### config.mk
export PLATFORM = sky130hd
export DESIGN_NAME = uart_rx
export DESIGN_NICKNAME = d
export VERILOG_FILES = /design/src/rtl/uart_rx.sv
export SDC_FILE = /design/constraint.sdc
export NUM_CORES = 1
export LEC_CHECK = 0
export CAP_MARGIN = 20
export CORE_MARGIN = 2
export CORE_UTILIZATION = 35
export CTS_CLUSTER_SIZE = 40
export DETAILED_ROUTE_END_ITERATION = 10
export DONT_BUFFER_PORTS = 1
export GPL_TIMING_DRIVEN = 0
export RECOVER_POWER = 25
export SYNTH_ARGS = -nofsm -noshare
export SYNTH_HDL_FRONTEND = slang
export SYNTH_SLANG_ARGS = --single-unit
### constraint.sdc
create_clock -name clk -period 2.1 [get_ports clk]
set_input_delay 0 -clock clk [delete_from_list [all_inputs] [get_ports clk]]
set_output_delay 0 -clock clk [all_outputs]
set_load 0.01 [all_outputs]
### src/rtl/uart_rx.sv
`default_nettype none
// ============================================================================
// uart_rx : 8N1 UART receiver with ready, framing-error and overrun status.
// Revision: 1.0
// ============================================================================
module uart_rx #(
  parameter int BAUD_CNT  = 5208,
  parameter int HALF_BAUD = 2604
) (
  input  logic       clk,
  input  logic       rst_n,
  input  logic       RX,
  input  logic       clr_rdy,
  output logic [7:0] rx_data,
  output logic       rdy,
  output logic       framing_err,
  output logic       overrun
);

  localparam int               CNT_W     = $clog2(BAUD_CNT + 1);
  localparam logic [CNT_W-1:0] HALF_LOAD = CNT_W'(HALF_BAUD);
  // Reloading with BAUD_CNT-1 makes the zero-to-zero interval exactly BAUD_CNT.
  localparam logic [CNT_W-1:0] FULL_LOAD = CNT_W'(BAUD_CNT - 1);
  localparam logic [3:0]       STOP_BIT  = 4'd9;

  typedef enum logic [0:0] {
    IDLE = 1'b0,
    RECV = 1'b1
  } state_t;

  state_t           state_q, state_d;
  logic [CNT_W-1:0] baud_cnt_q, baud_cnt_d;
  logic [3:0]       bit_cnt_q, bit_cnt_d;
  logic [7:0]       shift_q, shift_d;
  logic [7:0]       rx_data_q, rx_data_d;
  logic             rdy_q, rdy_d;
  logic             framing_err_q, framing_err_d;
  logic             overrun_q, overrun_d;
  logic             rx_meta_q, rx_s_q, rx_prev_q;

  // Synchronizer preset high so that reset itself never looks like a start edge.
  always_ff @(posedge clk or negedge rst_n) begin
    if (!rst_n) begin
      rx_meta_q <= 1'b1;
      rx_s_q    <= 1'b1;
      rx_prev_q <= 1'b1;
    end else begin
      rx_meta_q <= RX;
      rx_s_q    <= rx_meta_q;
      rx_prev_q <= rx_s_q;
    end
  end

  always_comb begin
    state_d       = state_q;
    baud_cnt_d    = baud_cnt_q;
    bit_cnt_d     = bit_cnt_q;
    shift_d       = shift_q;
    rx_data_d     = rx_data_q;
    rdy_d         = rdy_q;
    framing_err_d = framing_err_q;
    overrun_d     = overrun_q;

    if (clr_rdy) begin
      rdy_d     = 1'b0;
      overrun_d = 1'b0;
    end

    case (state_q)
      IDLE: begin
        if (rx_prev_q && !rx_s_q) begin
          state_d    = RECV;
          baud_cnt_d = HALF_LOAD;
          bit_cnt_d  = 4'd0;
        end
      end
      RECV: begin
        if (baud_cnt_q != '0) begin
          baud_cnt_d = baud_cnt_q - CNT_W'(1);
        end else begin
          baud_cnt_d = FULL_LOAD;
          bit_cnt_d  = bit_cnt_q + 4'd1;
          if (bit_cnt_q == 4'd0) begin
            if (rx_s_q) begin
              state_d    = IDLE;
              baud_cnt_d = '0;
              bit_cnt_d  = 4'd0;
            end
          end else if (bit_cnt_q == STOP_BIT) begin
            // Completion overrides a coincident clr_rdy.
            state_d       = IDLE;
            baud_cnt_d    = '0;
            bit_cnt_d     = 4'd0;
            rx_data_d     = shift_q;
            framing_err_d = ~rx_s_q;
            overrun_d     = rdy_q & ~clr_rdy;
            rdy_d         = 1'b1;
          end else begin
            shift_d = {rx_s_q, shift_q[7:1]};
          end
        end
      end
      default: state_d = IDLE;
    endcase
  end

  always_ff @(posedge clk or negedge rst_n) begin
    if (!rst_n) begin
      state_q       <= IDLE;
      baud_cnt_q    <= '0;
      bit_cnt_q     <= 4'd0;
      shift_q       <= 8'h00;
      rx_data_q     <= 8'h00;
      rdy_q         <= 1'b0;
      framing_err_q <= 1'b0;
      overrun_q     <= 1'b0;
    end else begin
      state_q       <= state_d;
      baud_cnt_q    <= baud_cnt_d;
      bit_cnt_q     <= bit_cnt_d;
      shift_q       <= shift_d;
      rx_data_q     <= rx_data_d;
      rdy_q         <= rdy_d;
      framing_err_q <= framing_err_d;
      overrun_q     <= overrun_d;
    end
  end

  assign rx_data     = rx_data_q;
  assign rdy         = rdy_q;
  assign framing_err = framing_err_q;
  assign overrun     = overrun_q;

endmodule
`default_nettype wire

# Word level (Yosys, flattened, before mapping)
# Cells that the tools add are included.
[totals]
regBits = 40
[classes]
add_sub_neg = 2
eq_ne = 3
n_mux = 28
bitwise_logic = 7
n_reduce_logical = 7
[op_table]
columns = ["op", "count"]
rows = [
  ["13-bit two-way mux", 5],
  ["13-bit case mux with 2 select lines", 1],
  ["4-bit two-way mux", 5],
  ["1-bit two-way mux", 15],
  ["13-bit nonzero test", 1],
  ["13-bit by 1-bit subtractor with 13-bit output, second input constant", 1],
  ["4-bit case mux with 2 select lines", 1],
  ["4-bit AND reduction", 2],
  ["1-bit NOT", 6],
  ["4-bit by 1-bit adder with 4-bit output, second input constant", 1],
  ["4-bit == test, second input constant", 1],
  ["4-bit logical NOT", 1],
  ["2-bit inequality test, second input constant", 2],
  ["1-bit case mux with 2 select lines", 1],
  ["2-bit AND reduction", 1],
  ["1-bit AND", 1],
  ["1-bit logical AND", 1],
  ["1-bit logical NOT", 1],
]

# Depth between registers and ports, before layout
# Gate-level depths: netlist of the first run.
[depth]
depth_word = 6
ltp_mapped = 7
mapped_depth_nobuf = 6

# Least setup slack after synthesis of the first run
# No wires, ideal clock.
[synth_path]
kind = "register to register"
start = "register baud_cnt_q[0]"
end = "register rx_data_q[0] (netlist: rx_data[0])"
setup_time_ns = 0.125
arrival_time_ns = 1.781
setup_slack_ns = 0.194
stages_incl_launch_ff = 8
n_path_buf = 1
synth_period_minus_slack_ns = 1.906
cell_sequence = "dfrtp_1 inv_1 ha_1 nor2b_1 nand4_2 nor3_2 buf_4 mux2_2"
[synth_between]
elab_chain_len = 3
[synth_lines]
columns = ["item", "line", "source"]
rows = [
  ["from (decl)", "32", "logic [CNT_W-1:0] baud_cnt_q, baud_cnt_d;"],
  ["from (signal assigned)", "119", "baud_cnt_q <= baud_cnt_d;"],
  ["13-bit nonzero test", "78", "if (baud_cnt_q != '0) begin"],
  ["1-bit NOT (no source line)", "--", ""],
  ["4-bit AND reduction (no source line)", "--", ""],
  ["to (signal assigned)", "122", "rx_data_q <= rx_data_d;"],
  ["to (decl)", "35", "logic [7:0] rx_data_q, rx_data_d;"],
]
# Every way passes these cells.
# A chain may end at the register's enable or synchronous reset.

# Final worst setup path of the first run
[layout_path]
start = "register baud_cnt_q[0]"
end = "register rx_data_q[6] (netlist: rx_data[6])"
# The elaborated chain is that of the path after synthesis.

==> results of run 1 <==
[per-stage QoR]
step | hold WS (ns) | std cells
after floorplan | -0.296 | 176
after global placement | -0.295 | 248
after detailed placement | -0.295 | 248
after CTS | 0.181 | 260
after global routing | 0.241 | 264
final | 0.248 | 264
[critical path: stages, from the launching register on]
cell     delay, ns
dfrtp_1       0.43
inv_1         0.10
ha_1          0.18
nor2b_4       0.23
nand4_4       0.17
nor3_4        0.19
buf_6         0.18
mux2_2        0.34
[final cells by class]
type                    instances  area share
clock inverters                 2      0.0168
inverters                      10      0.0162
well taps                      72      0.0389
repair buffers                  8      0.0281
clock buffers                   6      0.0357
plain buffers                   5      0.0157
multi-input cells             121       0.414
flip-flops and latches         40       0.434
[cell usage in the layout, fill, tap and decap left out, drive strengths merged, types with 2 or more instances in the layout]
cell type / instances
dfrtp: 37
mux2: 19
nand2: 13
o21ai: 12
inv: 10
nand3: 8
a21oi: 8
clkbuf: 8
buf: 8
nor2: 6
ha: 5
nand2b: 4
a31oi: 4
nand4: 4
nor3: 4
a21o: 3
dlygate4sd3: 3
dfstp: 3
nor4b: 2
a41oi: 2
o31ai: 2
and3: 2
a22oi: 2
o211ai: 2
o2111ai: 2
or3: 2
or4b: 2
[where the power goes]
part / switching [uW] / internal, uW
clock: 275 / 389
sequential: 150 / 875
combinational: 318 / 241
[per-layer routing]
| metal | global-route usage | vias up | routed length [um] |
|---|---|---|---|
| li1 | - | 684 | - |
| met1 | 0.177 | 701 | 1730 |
| met2 | 0.224 | 38 | 1840 |
| met3 | 0.0273 | 12 | 150 |
| met4 | 0.0724 | 0 | 127 |
| met5 | 0 | - | 0 |
[cells by family after synthesis]
group                    share of synthesized area
multiplexers                                 0.114
AO/OA/AOI/OAI                                0.141
AND/OR/NAND/NOR                              0.169
flip-flops                                   0.509
buffers and inverters                       0.0355
adder cells (fa/ha/maj)                     0.0317
[repair_timing]
action	4_1_cts	5_1_grt
buffers inserted	0	4
hold buffers	4	0
gates resized for setup	3	9
hold endpoints to repair	43	0
pin swaps	1	1
setup endpoints to repair	20	27
gates cloned	0	0
[final timing paths]
path / slack (ns) / to / start / cells past startpoint
worst min-delay path: 0.25 / rx_meta_q / RX / 1
worst max register to register: 0.17 / rx_data[6] / baud_cnt_q[0] / 7
worst min register to register: 0.36 / rx_s_q / rx_meta_q / 0
min in group asynchronous: 0.46 / baud_cnt_q[6] / rst_n / 2
max in group asynchronous: 1.04 / rx_data[4] / rst_n / 2
worst max-delay path: 0.17 / rx_data[6] / baud_cnt_q[0] / 7
[state kept, by name, summed over array words and instances, names as in the netlist]
| signal | flops |
|---|---|
| rx_s_q | 1 |
| rdy | 1 |
| baud_cnt_q | 13 |
| rx_prev_q | 1 |
| overrun | 1 |
| bit_cnt_q | 4 |
| state_q | 1 |
| rx_data | 8 |
| framing_err | 1 |
| rx_meta_q | 1 |
| shift_q | 8 |
==> results by group, run 1 <==
CTS
  – TritonCTS clock tree: built
  – Clock sink count: 40
  – CTS H-tree lvls: 2
  – Root buffer cell: clkbuf_8
  – Cts bufs inserted: 5
  – Worst-skew pair later-pin latency: 0.29 ns
  – Clock tree buffer depth: 2
  – Clock slew at reported path FFs: 0.08 ns

Status
  – Status: completed

Setup path
  – Startpoint types: flip-flop
  – Critical path fanouts, max: 10
  – CP endpoint kind: flip-flop
  – Critical path class: reg2reg
  – Crit path DAT: 2.11 ns
  – CP required: 2.28 ns

Drt
  – Pre-antenna DRT Iters: 6
  – WL final: 3850 um
  – Wire length per cell: 14.6 um
  – Final ANT Viol Nets: 0
  – Vias: 1,435
  – Drt drc: 0
  – DRT iter0 DRCs: 118
  – Vias per cell: 5.44

Layout
  – Final nets: 200
  – # diodes: 0
  – Layout cells sized above 1: 0.266
  – FF+latch area: 1000 um^2
  – Synth-to-Final Area Change: 17.2%
  – Area of the multi-input gates: 958 um^2
  – Area of all placed cells without fillers: 2310 um^2
  – Filler instances: 538
  – Layout Utilization: 0.423

Pwr
  – Cell Pwr Density: 972 nW/um^2
  – Pleak: 0.00101 uW
  – VDD IR max: 0.418 mV
  – Tot Pwr: 2250 uW

Floorplanning
  – Die Y-Extent: 79.1 um
  – DIE AREA: 6250 um^2
  – Core footprint: 5470 um^2
  – Row cnt: 27
  – Initial Util: 0.361
  – # IOs: 15
  – Die X-Extent: 79.1 um

Synth
  – Syn avg cell area: 11.2 um^2
  – Synth top area cells: dfrtp_1 47%, mux2_2 11%, dfstp_2 4.0%
  – Count leader, synth: dfrtp_1
  – Gate Count Post-Synth: 176
  – Synth async-reset ratio: 1.00
  – Area leader, netlist: dfrtp_1
  – Post-synthesis sequential element count: 40
  – Dominant synthesized flop cell: dfrtp_1
  – Mapped Area: 1970 um^2
  – Post-synthesis cell type count: 45
  – Top cells by count, synth: 37 x dfrtp_1, 19 x mux2_2, 13 x nand2_1
  – Sequential area share after synthesis: 0.509
  – Synthesis Warnings: 0
  – Synth top area share: 0.469
  – EDFF count, synth: 0
  – Syn Nets: 185

Timing
  – Max Slew Vio Count: 0
  – Max Fclk: 518 MHz
  – Final TNS setup: 0 ns
  – Slew HR: 0.352
  – Final Hold Fails: 0
  – Clk_skew: 0.00648 ns
  – Setup-failing EPs final: 0
  – Final min period: 1.93 ns
  – Final Cycle Share: 0.919
  – Final WS setup: 0.171 ns
  – Worst slew pin tran: 0.971 ns

Place
  – Post-DP Area: 2060 um^2
  – Dpl ws: -0.120 ns
  – Routability cong.: 0.850
  – IO Port Bufs: 0
  – DP Wirelength: 2660 um

Hold path
  – Worst Hold Class: in2reg

Global route
  – Initial antenna violation count: 0
  – Total track usage: 0.139
  – Vias in the first global route: 1,448
  – Largest net degree at the start of global routing: 41
  – Overflow after GRT: 0
  – First-pass GRT wire length: 6820 um

Flow run
  – Max-cap viol count: 0
No activity file was read; power rests on OpenSTA's default activity.
==> run 2, diff against run 1 <==
CORE_MARGIN = unset   (was 2)
==> results by group, run 2 (same netlist as run 1, synthesis figures left out) <==
Place
  – IO Port Bufs: 0 (unchanged)
  – Post-DP Area: 2060 um^2 (-0.12%)
  – DP Wirelength: 2700 um (+1.4%)
  – Routability cong.: 0.796 (-6.3%)

Timing
  – Clk_skew: 0.00799 ns (+0.00151 ns)
  – RSZ-0062 raised after global routing: no
  – Final TNS setup: 0 ns (unchanged)
  – Max Slew Vio Count: 0 (unchanged)
  – Max Fclk: 503 MHz (-2.9%)
  – Worst slew pin tran: 0.971 ns (+0.000199 ns)
  – Final min period: 1.99 ns (+0.0584 ns)
  – Final Cycle Share: 0.947 (+0.0278)
  – Slew HR: 0.352 (about the same)
  – Setup-failing EPs final: 0 (unchanged)
  – Final Hold Fails: 0 (unchanged)

Setup path
  – Slowest-stage cell, CP: nor4b_4
  – Critical path class: reg2reg
  – R2R Path Start: baud_cnt_q[5]
  – CP required: 2.29 ns (about the same)
  – Reg2reg path depth: 6 (-1)
  – Crit path DAT: 2.17 ns (+0.06 ns)
  – Most used cell along the critical path: buf_6
  – Crit. Startpoint: baud_cnt_q[5]
  – Worst path max stage delay: 0.40 ns (-0.03 ns)
  – CP endpoint kind: flip-flop
  – Critical path cell sequence: buf_6 -> nor4b_4 -> nand4_4 -> nor3_2 -> buf_6 -> mux2_2
  – Startpoint types: flip-flop
  – Critical path fanouts, max: 10 (unchanged)

Layout
  – Final nets: 202 (+1.0%)
  – Area of all placed cells without fillers: 2310 um^2 (-0.11%)
  – Synth-to-Final Area Change: 17.1%
  – Most frequent cells in the layout: 37 x dfrtp_1, 19 x mux2_2, 13 x nand2_1
  – # diodes: 0 (unchanged)
  – Largest register FFs: 13 (unchanged)
  – Most flop-heavy register: baud_cnt_q
  – Filler instances: 521 (-3.2%)
  – Layout cells sized above 1: 0.273 (+0.00757)
  – Most common cell after layout, fill and taps aside: dfrtp_1

Drt
  – DRT iter0 DRCs: 52 (-56%)
  – Vias: 1,422 (-0.91%)
  – Vias per cell: 5.39 (-0.91%)
  – Final ANT Viol Nets: 0 (unchanged)
  – Drt drc: 0 (unchanged)
  – WL final: 4020 um (+4.4%)
  – Wire length per cell: 15.2 um (+4.4%)
  – Pre-antenna DRT Iters: 5 (-1)

CTS
  – TritonCTS clock tree: built
  – Root buffer cell: clkbuf_8
  – Worst-skew pair later-pin latency: 0.30 ns (about the same)
  – Clock slew at reported path FFs: 0.08 ns (about the same)
  – Clock sink count: 40 (unchanged)
  – Clock tree buffer depth: 2 (unchanged)
  – CTS H-tree lvls: 2 (unchanged)
  – Cts bufs inserted: 5 (unchanged)

Global route
  – Overflow after GRT: 0 (unchanged)
  – First-pass GRT wire length: 7000 um (+2.6%)
  – Initial antenna violation count: 0 (unchanged)
  – Largest net degree at the start of global routing: 41 (unchanged)
  – Total track usage: 0.154 (+0.0147)
  – Vias in the first global route: 1,385 (-4.4%)

Floorplanning
  – Die X-Extent: 77.1 um (-2.5%)
  – Core footprint: 5270 um^2 (-3.7%)
  – Die Y-Extent: 77.1 um (-2.5%)
  – Row cnt: 26 (-3.7%)
  – Initial Util: 0.374 (+0.0139)
  – # IOs: 15 (unchanged)
  – DIE AREA: 5940 um^2 (-5.0%)

Pwr
  – VDD IR max: 0.332 mV (-20%)
  – Tot Pwr: 2270 uW (+0.81%)
  – Cell Pwr Density: 980 nW/um^2 (+0.92%)
  – Pleak: 0.00102 uW (+0.98%)

Flow run
  – Max-cap viol count: 0 (unchanged)

Status
  – Status: completed

Hold path
  – Hold depth: 1 (unchanged)
  – Worst Hold Class: in2reg
  – Min-delay src: RX
-- run 2: cell count changes in the layout (fill, tap and decap cells not counted) --
cell	previous run	this run
clkbuf_2	1	2
buf_4	4	6
nor3_4	2	0
nor3_2	1	3
clkbuf_1	1	0
o21ai_2	1	0
o21ai_1	0	1
-- run 2: where the power goes --
group,internal [uW],switching [uW],total (uW)
Clock,389,285,673
Combinational,242,324,565
Sequential,875,153,1030
Total,1500,761,2270
-- run 2: final cells by class --
type	instances	area (um^2)	share of cell area
multi-input cells	121	942	0.408
well taps	70	87.6	0.0379
plain buffers	5	37.5	0.0162
clock buffers	6	82.6	0.0357
clock inverters	2	38.8	0.0168
inverters	10	37.5	0.0162
repair buffers	10	80.1	0.0347
flip-flops and latches	40	1000	0.435
-- run 2: what timing repair did --
action                                  4_1_cts  5_1_grt
endpoints found under the setup margin       20       19
pin swaps                                     2        1
setup buffers                                 5        1
hold buffers                                  4        0
resized for setup                             5        6
endpoints found under the hold margin        43        0
-- run 2: routing by layer --
metal | wire [um] | up-vias | global-route usage
li1 | - | 693 | -
met3 | 123 | 7 | 0.0417
met2 | 1920 | 19 | 0.237
met5 | 0 | - | 0
met1 | 1900 | 703 | 0.201
met4 | 80 | 0 | 0.0679
-- run 2: final timing paths --
| kind | slack (ns) | endpoint |
|---|---|---|
| worst max-delay path | 0.11 | rx_data[6] |
| worst min register to register | 0.36 | rx_s_q |
| max in group asynchronous | 1.12 | shift_q[4] |
| min in group asynchronous | 0.37 | baud_cnt_q[3] |
| worst max register to register | 0.11 | rx_data[6] |
| worst min-delay path | 0.24 | rx_meta_q |
-- run 2: critical path: cells and delay by family, from the launching register on --
kind	cells	cell delay, ns
buffers and inverters	2	0.32
DFF	1	0.38
muxes	1	0.34
and+or+nand+nor	3	0.82
-- run 2: through the flow --
step	util	worst slack, ns	std cells	hold WS [ns]
final	0.439	0.112	264	0.237
after global placement	0.391	-0.147	246	-0.295
after detailed placement	0.391	-0.169	246	-0.295
after floorplan	-	0.194	176	-0.296
after global routing	0.439	0.0106	264	0.234
after CTS	0.435	0.0182	263	0.146
